`src/rtl/color_scaler_pipe.sv`:
```
// color_scaler_pipe: two-stage valid/ready RGB rescaler (truncate, round-saturate, replicate, 2x2 dither)
module color_scaler_pipe #(
  parameter int BPC_IN  = 4,
  parameter int BPC_OUT = 4,
  parameter int COORD_W = 8,
  parameter int SWAP_RB = 0
) (
  input  logic                  clk,
  input  logic                  rst,
  input  logic                  in_valid,
  output logic                  in_ready,
  input  logic [3*BPC_IN-1:0]   in_rgb,
  input  logic                  in_sof,
  input  logic                  in_eol,
  input  logic [1:0]            mode,
  output logic                  out_valid,
  input  logic                  out_ready,
  output logic [BPC_OUT-1:0]    red,
  output logic [BPC_OUT-1:0]    green,
  output logic [BPC_OUT-1:0]    blue,
  output logic                  out_sof,
  output logic                  out_eol
);
  localparam int D = BPC_IN - BPC_OUT;
  logic advance, acc;
  logic [COORD_W-1:0] x, y, cx, cy;
  logic [1:0] mode_q, em;
  logic s1_valid, s1_sof, s1_eol, s1_x0, s1_y0;
  logic [1:0] s1_mode, bayer;
  logic [3*BPC_IN-1:0] s1_rgb;
  logic s2_valid;
  logic [BPC_OUT-1:0] sc [3];
  assign advance   = !s2_valid || out_ready;
  assign in_ready  = advance;
  assign acc       = in_valid && advance;
  assign out_valid = s2_valid;
  assign cx        = in_sof ? '0 : x;
  assign cy        = in_sof ? '0 : y;
  assign em        = in_sof ? mode : mode_q;
  // 2x2 ordered threshold: (0,0)->0, (1,0)->2, (0,1)->3, (1,1)->1
  assign bayer     = {s1_x0 ^ s1_y0, s1_y0};
  for (genvar i = 0; i < 3; i++) begin : g_ch
    logic [BPC_IN-1:0] ch;
    assign ch = s1_rgb[i*BPC_IN +: BPC_IN];
    if (D == 0) begin : g_pass
      logic unused;
      assign unused = ^{bayer, s1_mode};
      assign sc[i] = ch;
    end else if (D > 0) begin : g_shrink
      logic [BPC_IN:0] off;
      logic [BPC_OUT:0] q;
      assign off   = s1_mode == 2'd1 ? (BPC_IN+1)'(1) << (D-1) :
                     s1_mode == 2'd3 ? (BPC_IN+1)'({bayer, {D{1'b0}}} >> 2) : '0;
      assign q     = (BPC_OUT+1)'(({1'b0, ch} + off) >> D);
      assign sc[i] = s1_mode[0] ? (q[BPC_OUT] ? '1 : q[BPC_OUT-1:0]) : ch[BPC_IN-1:D];
    end else begin : g_expand
      localparam int E   = -D;
      localparam int REP = BPC_OUT / BPC_IN + 1;
      logic unused;
      assign unused = ^{bayer, s1_mode[0]};
      assign sc[i] = s1_mode[1] ? BPC_OUT'({REP{ch}} >> (REP*BPC_IN - BPC_OUT)) : {ch, {E{1'b0}}};
    end
  end
  always_ff @(posedge clk or negedge rst) begin
    if (!rst) begin
      x        <= '0;
      y        <= '0;
      mode_q   <= '0;
      s1_valid <= 1'b0;
      s1_rgb   <= '0;
      s1_sof   <= 1'b0;
      s1_eol   <= 1'b0;
      s1_x0    <= 1'b0;
      s1_y0    <= 1'b0;
      s1_mode  <= '0;
      s2_valid <= 1'b0;
      red      <= '0;
      green    <= '0;
      blue     <= '0;
      out_sof  <= 1'b0;
      out_eol  <= 1'b0;
    end else begin
      if (acc) begin
        x       <= in_eol ? '0 : cx + 1'b1;
        y       <= in_eol ? cy + 1'b1 : cy;
        mode_q  <= em;
        s1_rgb  <= in_rgb;
        s1_sof  <= in_sof;
        s1_eol  <= in_eol;
        s1_x0   <= cx[0];
        s1_y0   <= cy[0];
        s1_mode <= em;
      end
      if (advance) begin
        s1_valid <= in_valid;
        s2_valid <= s1_valid;
      end
      if (advance && s1_valid) begin
        red     <= SWAP_RB != 0 ? sc[2] : sc[0];
        green   <= sc[1];
        blue    <= SWAP_RB != 0 ? sc[0] : sc[2];
        out_sof <= s1_sof;
        out_eol <= s1_eol;
      end
    end
  end
endmodule
```
`config.mk`:
```
export PLATFORM = sky130hd
export DESIGN_NAME = color_scaler_pipe
export DESIGN_NICKNAME = d
export VERILOG_FILES = /design/src/rtl/color_scaler_pipe.sv
export SDC_FILE = /design/constraint.sdc
export NUM_CORES = 1
export LEC_CHECK = 0
export BUFFER_PORTS_ARGS = -buffer_cell sky130_fd_sc_hd__buf_4
export CORE_UTILIZATION = 45
export DETAILED_ROUTE_END_ITERATION = 10
export PLACE_DENSITY_LB_ADDON = 0.15
export REMOVE_ABC_BUFFERS = 1
export SKIP_CTS_REPAIR_TIMING = 1
export SLEW_MARGIN = 20
export SYNTH_ARGS = -nofsm -noshare
export SYNTH_HDL_FRONTEND = slang
export SYNTH_SLANG_ARGS = --single-unit
```
`constraint.sdc`:
```
create_clock -name clk -period 2.3 [get_ports clk]
set_input_delay 0.575 -clock clk [delete_from_list [all_inputs] [get_ports clk]]
set_output_delay 0.575 -clock clk [all_outputs]
set_load 0.01 [all_outputs]
```
==> flow_summary.json, run 1 <==
{
  "outcome": "finished, final reports clean",
  "die_w_um": 54.02,
  "rsz0062_at_grt": "false",
  "port_buffers": 33,
  "core-area_um2": 2522,
  "layout_common_cells": "buf_4, dfrtp_1, mux2_4",
  "die_h_um": 54.02,
  "grt_max_degree": 31,
  "cp-end-kind": "output port",
  "grt_use_met2_pct": 23.87,
  "cp_slowest_stage_delay_ns": 0.16,
  "n_antenna_cell": 0,
  "path_delay_family": "buffers and inverters",
  "seq_area_um2": 750.7,
  "use_met1_pct": 16.61,
  "reg2regPathDepth": 3,
  "wl_um": 1857,
  "ir_drop_mv": 0.6502,
  "hold_viol_final": 0,
  "vias": 662,
  "cts_tree": "done",
  "start_kind": "input port",
  "crit_chain": "buf_4 -> nand2b_4 -> buf_4",
  "drv_slew": 0,
  "crit_required_ns": 1.73,
  "slew_headroom_pct": 76.37,
  "p_leak_nw": 0.7770,
  "fin_util_pct": 60.71,
  "cts_buffer_depth": 2,
  "cts_buffers": 5,
  "grt_util_all_layers_pct": 15.10,
  "final_nets": 124,
  "tightest_slew_ns": 0.3544,
  "crit_arrival_ns": 1.00,
  "drc_errors": 0,
  "max_freq_mhz": 635.4,
  "placed_area_um2": 1471,
  "antenna_left": 0,
  "clkSlewWorstSetupHoldPaths_ns": 0.09,
  "cp_num_buf_inv": 2,
  "setup_ws_ns": 0.7261,
  "powerDensity_nw_per_um2": 1010,
  "reg2reg_from": "out_valid",
  "grt_pass1_vias": 645,
  "die_area_um2": 2918,
  "synth_area_um2": 1217,
  "rows": 18,
  "gp_congestion": 0.5875,
  "place_ws_ns": 0.6959,
  "cts-htree-levels": 2,
  "nFillCells": 224,
  "drv_cap": 0,
  "regToRegSetupSlack_ns": 1.08,
  "area_growth_pct": 25.80,
  "antenna_found_initial": 0,
  "hpwl_um": 1225,
  "final_common_cell": "buf_4",
  "ys_types": 10,
  "skew_ns": 0.007552,
  "layout-drive-gt1-share_pct": 67.62,
  "period_minus_slack_ns": 1.574,
  "synthCells": 66,
  "finalPower_mw": 1.547,
  "r2r_end": "green[3]",
  "ios": 36,
  "cts_sinks": 30,
  "wire_per_inst_um": 13.76,
  "grt_first_pass_wirelength_um": 2856,
  "gr-usage-met3_pct": 5.932,
  "cp_max_fo": 5,
  "critical_path_class": "input port to output port",
  "tns_ns": 0,
  "fin_area_um2": 1531,
  "drt_pass1_iterations": 3,
  "cp-startpoint": "out_ready",
  "yosys_register_bits": 30,
  "finalSetupViolCount": 0,
  "initial_core_util_pct": 48.26,
  "path_common_cell": "buf_4",
  "cts_root_buf": "clkbuf_4",
  "synth_area_per_cell_um2": 18.45,
  "drt_iter0_markers": 2,
  "fin_crit_sh_pct": 68.43,
  "grt.busiest_layer": "met2",
  "hold_path.class": "input port to asynchronous set/reset pin",
  "multi_input_area_um2": 431.7,
  "grt_overflow": 0,
  "yosysWarningCount": 0,
  "seq_area_frac_synth_pct": 61.66,
  "worstSkewPairLatency_ns": 0.32,
  "viasPerCell": 4.904,
  "cpMaxStageDelayCell": "nand2b_4"
}
[layer usage]
metal,vias to the layer above,wire length [um]
met5,-,0
met4,0,46
met3,5,100
met2,24,862
met1,328,846
li1,305,-
[synth_stat cells]
master    count  area [um^2]
buf_12        1        20.02
buf_6         1        11.26
dfrtp_1      30        750.7
inv_1         1        3.750
mux2_2        9        101.4
mux2_4       19        285.3
nand2_1       1        3.750
nand2_4       2        22.52
nand2b_4      1        13.76
o21ai_0       1        5.000
[final cells by class]
class,instances,share of cell area (%)
tap,30,2.451
multi-input combinational,33,28.19
clock inverter,1,0.3268
timing repair buffer,33,16.18
inverter,1,0.2451
clock buffer,7,3.595
sequential,30,49.02
[logic make-up (layout without fill, tap and decap cells)]
family                 after synthesis  count (layout)  synth area share (%)
multiplexers                        28              28                 31.76
flip-flops                          30              30                 61.66
buffers and inverters                3              42                 2.877
AND/OR/NAND/NOR                      4               4                 3.288
AO/OA/AOI/OAI                        1               1                0.4107
[flip-flops by register name, indices dropped and copies added (netlist names)]
name,flops
red,4
s1_eol,1
out_valid,1
s1_rgb,12
out_eol,1
blue,4
s1_valid,1
out_sof,1
s1_sof,1
green,4
[worst max-delay path by stage]
| stage | endpoint | slack [ns] | cells past startpoint |
|---|---|---|---|
| after floorplan | blue[3] | 0.88 | 3 |
| after global placement | blue[3] | 0.72 | 4 |
| after detailed placement | green[3] | 0.70 | 4 |
| after CTS | in_ready | 0.71 | 2 |
| after global routing | in_ready | 0.69 | 2 |
| final | in_ready | 0.73 | 3 |
[power breakdown]
group | leakage, nW | switching, mW | internal, mW
Clock | 0.0353 | 0.173 | 0.148
Combinational | 0.391 | 0.164 | 0.313
Sequential | 0.351 | 0.0788 | 0.669
Total | 0.777 | 0.416 | 1.13
[metrics by stage]
| step | hold WS (ns) | std cells |
|---|---|---|
| floorplan | 0.2794 | 64 |
| global placement | 0.4834 | 127 |
| detailed placement | 0.4956 | 127 |
| CTS | 0.1471 | 135 |
| global route | 0.1627 | 135 |
| finish | 0.1494 | 135 |
[worst reg2reg max path: cells and delay by family, from the launching register on]
kind             cells  cell delay (ns)
AND/OR/NAND/NOR      2             0.34
flip-flops           1             0.40
multiplexers         1             0.38
Note: power is estimated with default switching activity, not from simulation.
==> run 2: changes to the inputs <==
Clock period 2.3 ns to 1.4 ns, I/O delays scaled along.
==> flow_summary.json, run 2 (synthesized netlist as in run 1, its figures left out) <==
{
  "outcome": "finished, final reports clean",
  "cts_buffer_depth": 2,
  "grt_first_pass_wirelength_um": 2918,
  "area_growth_pct": 28.16,
  "period_minus_slack_ns": 1.325,
  "reg2regPathDepth": 3,
  "cts-htree-levels": 2,
  "hold_path.class": "input port to register",
  "max_freq_mhz": 754.9,
  "crit_arrival_ns": 0.97,
  "viasPerCell": 4.838,
  "fin_crit_sh_pct": 94.62,
  "antenna_found_initial": 0,
  "cp_num_buf_inv": 1,
  "skew_ns": 0.005923,
  "die_h_um": 54.02,
  "wire_per_inst_um": 13.54,
  "cts_buffers": 5,
  "hold_viol_final": 0,
  "die_area_um2": 2918,
  "drt_iter0_markers": 1,
  "final_cell_count_no_fill": 136,
  "cp_num_cells": 2,
  "rsz0062_at_grt": "false",
  "tns_ns": 0,
  "p_seq_share_pct": 46.8,
  "crit_required_ns": 1.05,
  "vias": 658,
  "nFillCells": 212,
  "cts_tree": "done",
  "hpwl_um": 1236,
  "largest_reg_flops": 12,
  "reg2reg_from": "out_valid",
  "finalSetupViolCount": 0,
  "cts_root_buf": "clkbuf_4",
  "cell_internal_pwr_mw": 1.959,
  "critPathCapture": "in_ready",
  "drc_errors": 0,
  "seq_area_um2": 750.7,
  "final_common_cell": "buf_4",
  "rows": 18,
  "slew_headroom_pct": 76.04,
  "grt_overflow": 0,
  "start_kind": "register",
  "core-area_um2": 2522,
  "port_buffers": 33,
  "p_leak_nw": 0.7905,
  "cts_sinks": 30,
  "ir_drop_mv": 1.084,
  "layout-drive-gt1-share_pct": 67.92,
  "path_delay_family": "flip-flops",
  "regMostFlops": "s1_rgb",
  "layout_common_cells": "buf_4, dfrtp_1, mux2_4",
  "grt_pass1_vias": 651,
  "dpl.cell_count": 127,
  "power_frac_clock_pct": 23.2,
  "comb_power_share_pct": 30.0,
  "cpMaxStageDelayCell": "dfrtp_1",
  "final_nets": 125,
  "sw_frac_of_total_pct": 25.40,
  "ios": 36,
  "clkSlewWorstSetupHoldPaths_ns": 0.09,
  "drt_pass1_iterations": 3,
  "n_antenna_cell": 0,
  "multi_input_area_um2": 431.7,
  "drv_slew": 0,
  "r2r_end": "green[3]",
  "initial_core_util_pct": 48.26,
  "cp_slowest_stage_delay_ns": 0.42,
  "antenna_left": 0,
  "gp_congestion": 0.5875,
  "wl_um": 1842,
  "drv_cap": 0,
  "cp_max_fo": 5,
  "grt_util_all_layers_pct": 15.16,
  "cp-end-kind": "output port",
  "die_w_um": 54.02,
  "crit_chain": "nand2b_4 -> buf_4",
  "powerDensity_nw_per_um2": 1683,
  "regToRegSetupSlack_ns": 0.18,
  "grt_max_degree": 31,
  "worstSkewPairLatency_ns": 0.31,
  "critical_path_class": "register to output port",
  "cp-startpoint": "out_valid",
  "tightest_slew_ns": 0.3594,
  "p_switching_mw": 0.6668
}
## run 2: final cells by class
cell class | instances | share of cell area, %
Timing Repair Buffer | 34 | 16.52
Inverter | 1 | 0.2406
Clock buffer | 8 | 5.052
Multi-Input combinational cell | 33 | 27.67
Sequential cell | 30 | 48.12
Tap cell | 30 | 2.406
## run 2: worst reg2reg max path, delay by kind of cell (launching register included)
family           cells  cell delay [ns]
AND/OR/NAND/NOR      2             0.34
flip-flops           1             0.40
multiplexers         1             0.38
## run 2: stage by stage
step                setup WS [ns]  hold WS (ns)  instance area, um^2  power (mW)  utilization (%)
finish                    0.07537        0.2624                 1560       2.625            61.86
global route              0.01718        0.2314                 1560       2.793            61.86
CTS                       0.04779      -0.06049                 1550       2.667            61.46
detailed placement        0.01522        0.2903                 1471       2.045            58.33
global placement          0.04197        0.2910                 1471       2.019            58.33
floorplan                  0.2031       0.05441                 1186       1.674                -
## run 2: worst min path at each step
stage / start / to / slack (ns) / cells after the start
global placement: rst / green[2] / 0.29 / 1
CTS: rst / red[2] / -0.06 / 1
floorplan: rst / blue[0] / 0.05 / 0
finish: in_rgb[9] / s1_rgb[9] / 0.26 / 2
detailed placement: rst / s1_rgb[6] / 0.29 / 1
global route: in_rgb[9] / s1_rgb[9] / 0.23 / 2
## run 2: power groups by stage
stage               clock [mW]  combinational (mW)  sequential [mW]
floorplan                    0               0.370             1.30
global placement             0               0.786             1.23
detailed placement           0               0.796             1.25
CTS                      0.637               0.799             1.23
global route             0.678               0.854             1.26
finish                   0.609               0.787             1.23
## run 2: per-layer routing
layer | track usage (%) | vias up | share of wire [%]
li1 | - | 307 | -
met1 | 17.15 | 324 | 44
met2 | 24.07 | 22 | 49
met3 | 5.932 | 5 | 5.2
met4 | 8.974 | 0 | 2.0
met5 | 0 | - | 0
==> run 3: changes to the inputs <==
Settings changed: REMOVE_ABC_BUFFERS 1 to not set.
==> flow_summary.json, run 3 (synthesized netlist as in run 1, its figures left out) <==
{
  "clkSlewWorstSetupHoldPaths_ns": 0.09,
  "gp_congestion": 0.6044,
  "placed_area_um2": 1471,
  "crit_arrival_ns": 0.99,
  "grt_overflow": 0,
  "finalPower_mw": 2.695,
  "place_ws_ns": 0.01761,
  "nFillCells": 200,
  "finalSetupViolCount": 0,
  "wl_um": 1838,
  "grt_util_all_layers_pct": 15.29,
  "final_nets": 125,
  "port_buffers": 33,
  "max_freq_mhz": 747.0,
  "largest_reg_flops": 12,
  "layout_common_cells": "buf_4, dfrtp_1, mux2_4",
  "start_kind": "register",
  "grt_pass1_vias": 600,
  "fin_util_pct": 61.95,
  "initial_core_util_pct": 48.26,
  "cp_slowest_stage_delay_ns": 0.42,
  "core-area_um2": 2522,
  "rsz0062_at_grt": "false",
  "antenna_found_initial": 0,
  "cts_root_buf": "clkbuf_4",
  "rows": 18,
  "grt_max_degree": 31,
  "hold_viol_final": 0,
  "final_cell_count_no_fill": 135,
  "drc_errors": 0,
  "hpwl_um": 1227,
  "cts_sinks": 30,
  "worstSkewPairLatency_ns": 0.31,
  "crit_required_ns": 1.05,
  "n_antenna_cell": 0,
  "die_area_um2": 2918,
  "period_minus_slack_ns": 1.339,
  "die_w_um": 54.02,
  "drt_pass1_iterations": 1,
  "drv_slew": 0,
  "skew_ns": 0.004517,
  "cts-htree-levels": 2,
  "wire_per_inst_um": 13.61,
  "antenna_left": 0,
  "cp_max_fo": 5,
  "drt_iter0_markers": 0,
  "tightest_slew_ns": 0.3672,
  "final_common_cell": "buf_4",
  "powerDensity_nw_per_um2": 1725,
  "tns_ns": 0,
  "ir_drop_mv": 1.212,
  "cp-end-kind": "output port",
  "cts_buffer_depth": 2,
  "vias": 649,
  "setup_ws_ns": 0.06124,
  "outcome": "finished, final reports clean",
  "die_h_um": 54.02,
  "crit_chain": "nand2b_4 -> buf_4",
  "hold_ws_ns": 0.2582,
  "cpMaxStageDelayCell": "dfrtp_1",
  "synth_nets": 86,
  "regMostFlops": "s1_rgb",
  "layout-drive-gt1-share_pct": 67.62,
  "drv_cap": 0,
  "cts_buffers": 5,
  "hold_depth": 2,
  "slew_headroom_pct": 75.52,
  "grt_first_pass_wirelength_um": 2829,
  "area_growth_pct": 28.37,
  "fin_area_um2": 1563,
  "p_leak_nw": 0.7902,
  "fin_crit_sh_pct": 95.63,
  "reg2regPathDepth": 3,
  "ios": 36,
  "hold_path.class": "input port to register",
  "cts_tree": "done",
  "dpl.cell_count": 127,
  "critical_path_class": "register to output port",
  "viasPerCell": 4.807
}
## run 3: changes by cell type in the layout (fill, tap and decap cells not counted), sizes merged
| cell | previous run | this run |
|---|---|---|
| clkbuf | 8 | 6 |
| bufinv | 0 | 1 |
## run 3: cell type report
type	count	area, um^2	share of cell area (%)
Inverter	1	3.754	0.2402
Tap cell	30	37.54	2.402
Clock inverter	1	30.03	1.922
Timing Repair Buffer	34	257.7	16.49
Sequential cell	30	750.7	48.04
Multi-Input combinational cell	33	431.7	27.62
Clock buffer	6	51.30	3.283
## run 3: layer usage
metal	global-route usage, %	share of wire [%]	wire length, um
met5	0	0	0
met4	7.692	1.7	31
met3	9.322	8.3	152
met1	19.20	48	884
met2	20.37	42	770
## run 3: final timing paths
check	from	to	slack [ns]
setup / recovery	out_valid	in_ready	0.06
hold / removal	in_rgb[11]	s1_rgb[11]	0.26
setup reg to reg	out_valid	s1_rgb[8]	0.17
hold reg to reg	s1_rgb[7]	green[3]	0.51
max in group asynchronous	rst	blue[0]	0.64
min in group asynchronous	rst	green[0]	0.48
## run 3: where the power goes
part	internal (mW)	leakage, nW	switching, mW
Clock	0.415	0.0443	0.266
Sequential	1.10	0.351	0.129
Combinational	0.516	0.395	0.270
## run 3: worst max-delay path, delay by kind of cell, from the launching register on
kind	cells	cell delay [ns]
buf+inv	1	0.13
flops	1	0.42
simple gates	1	0.13
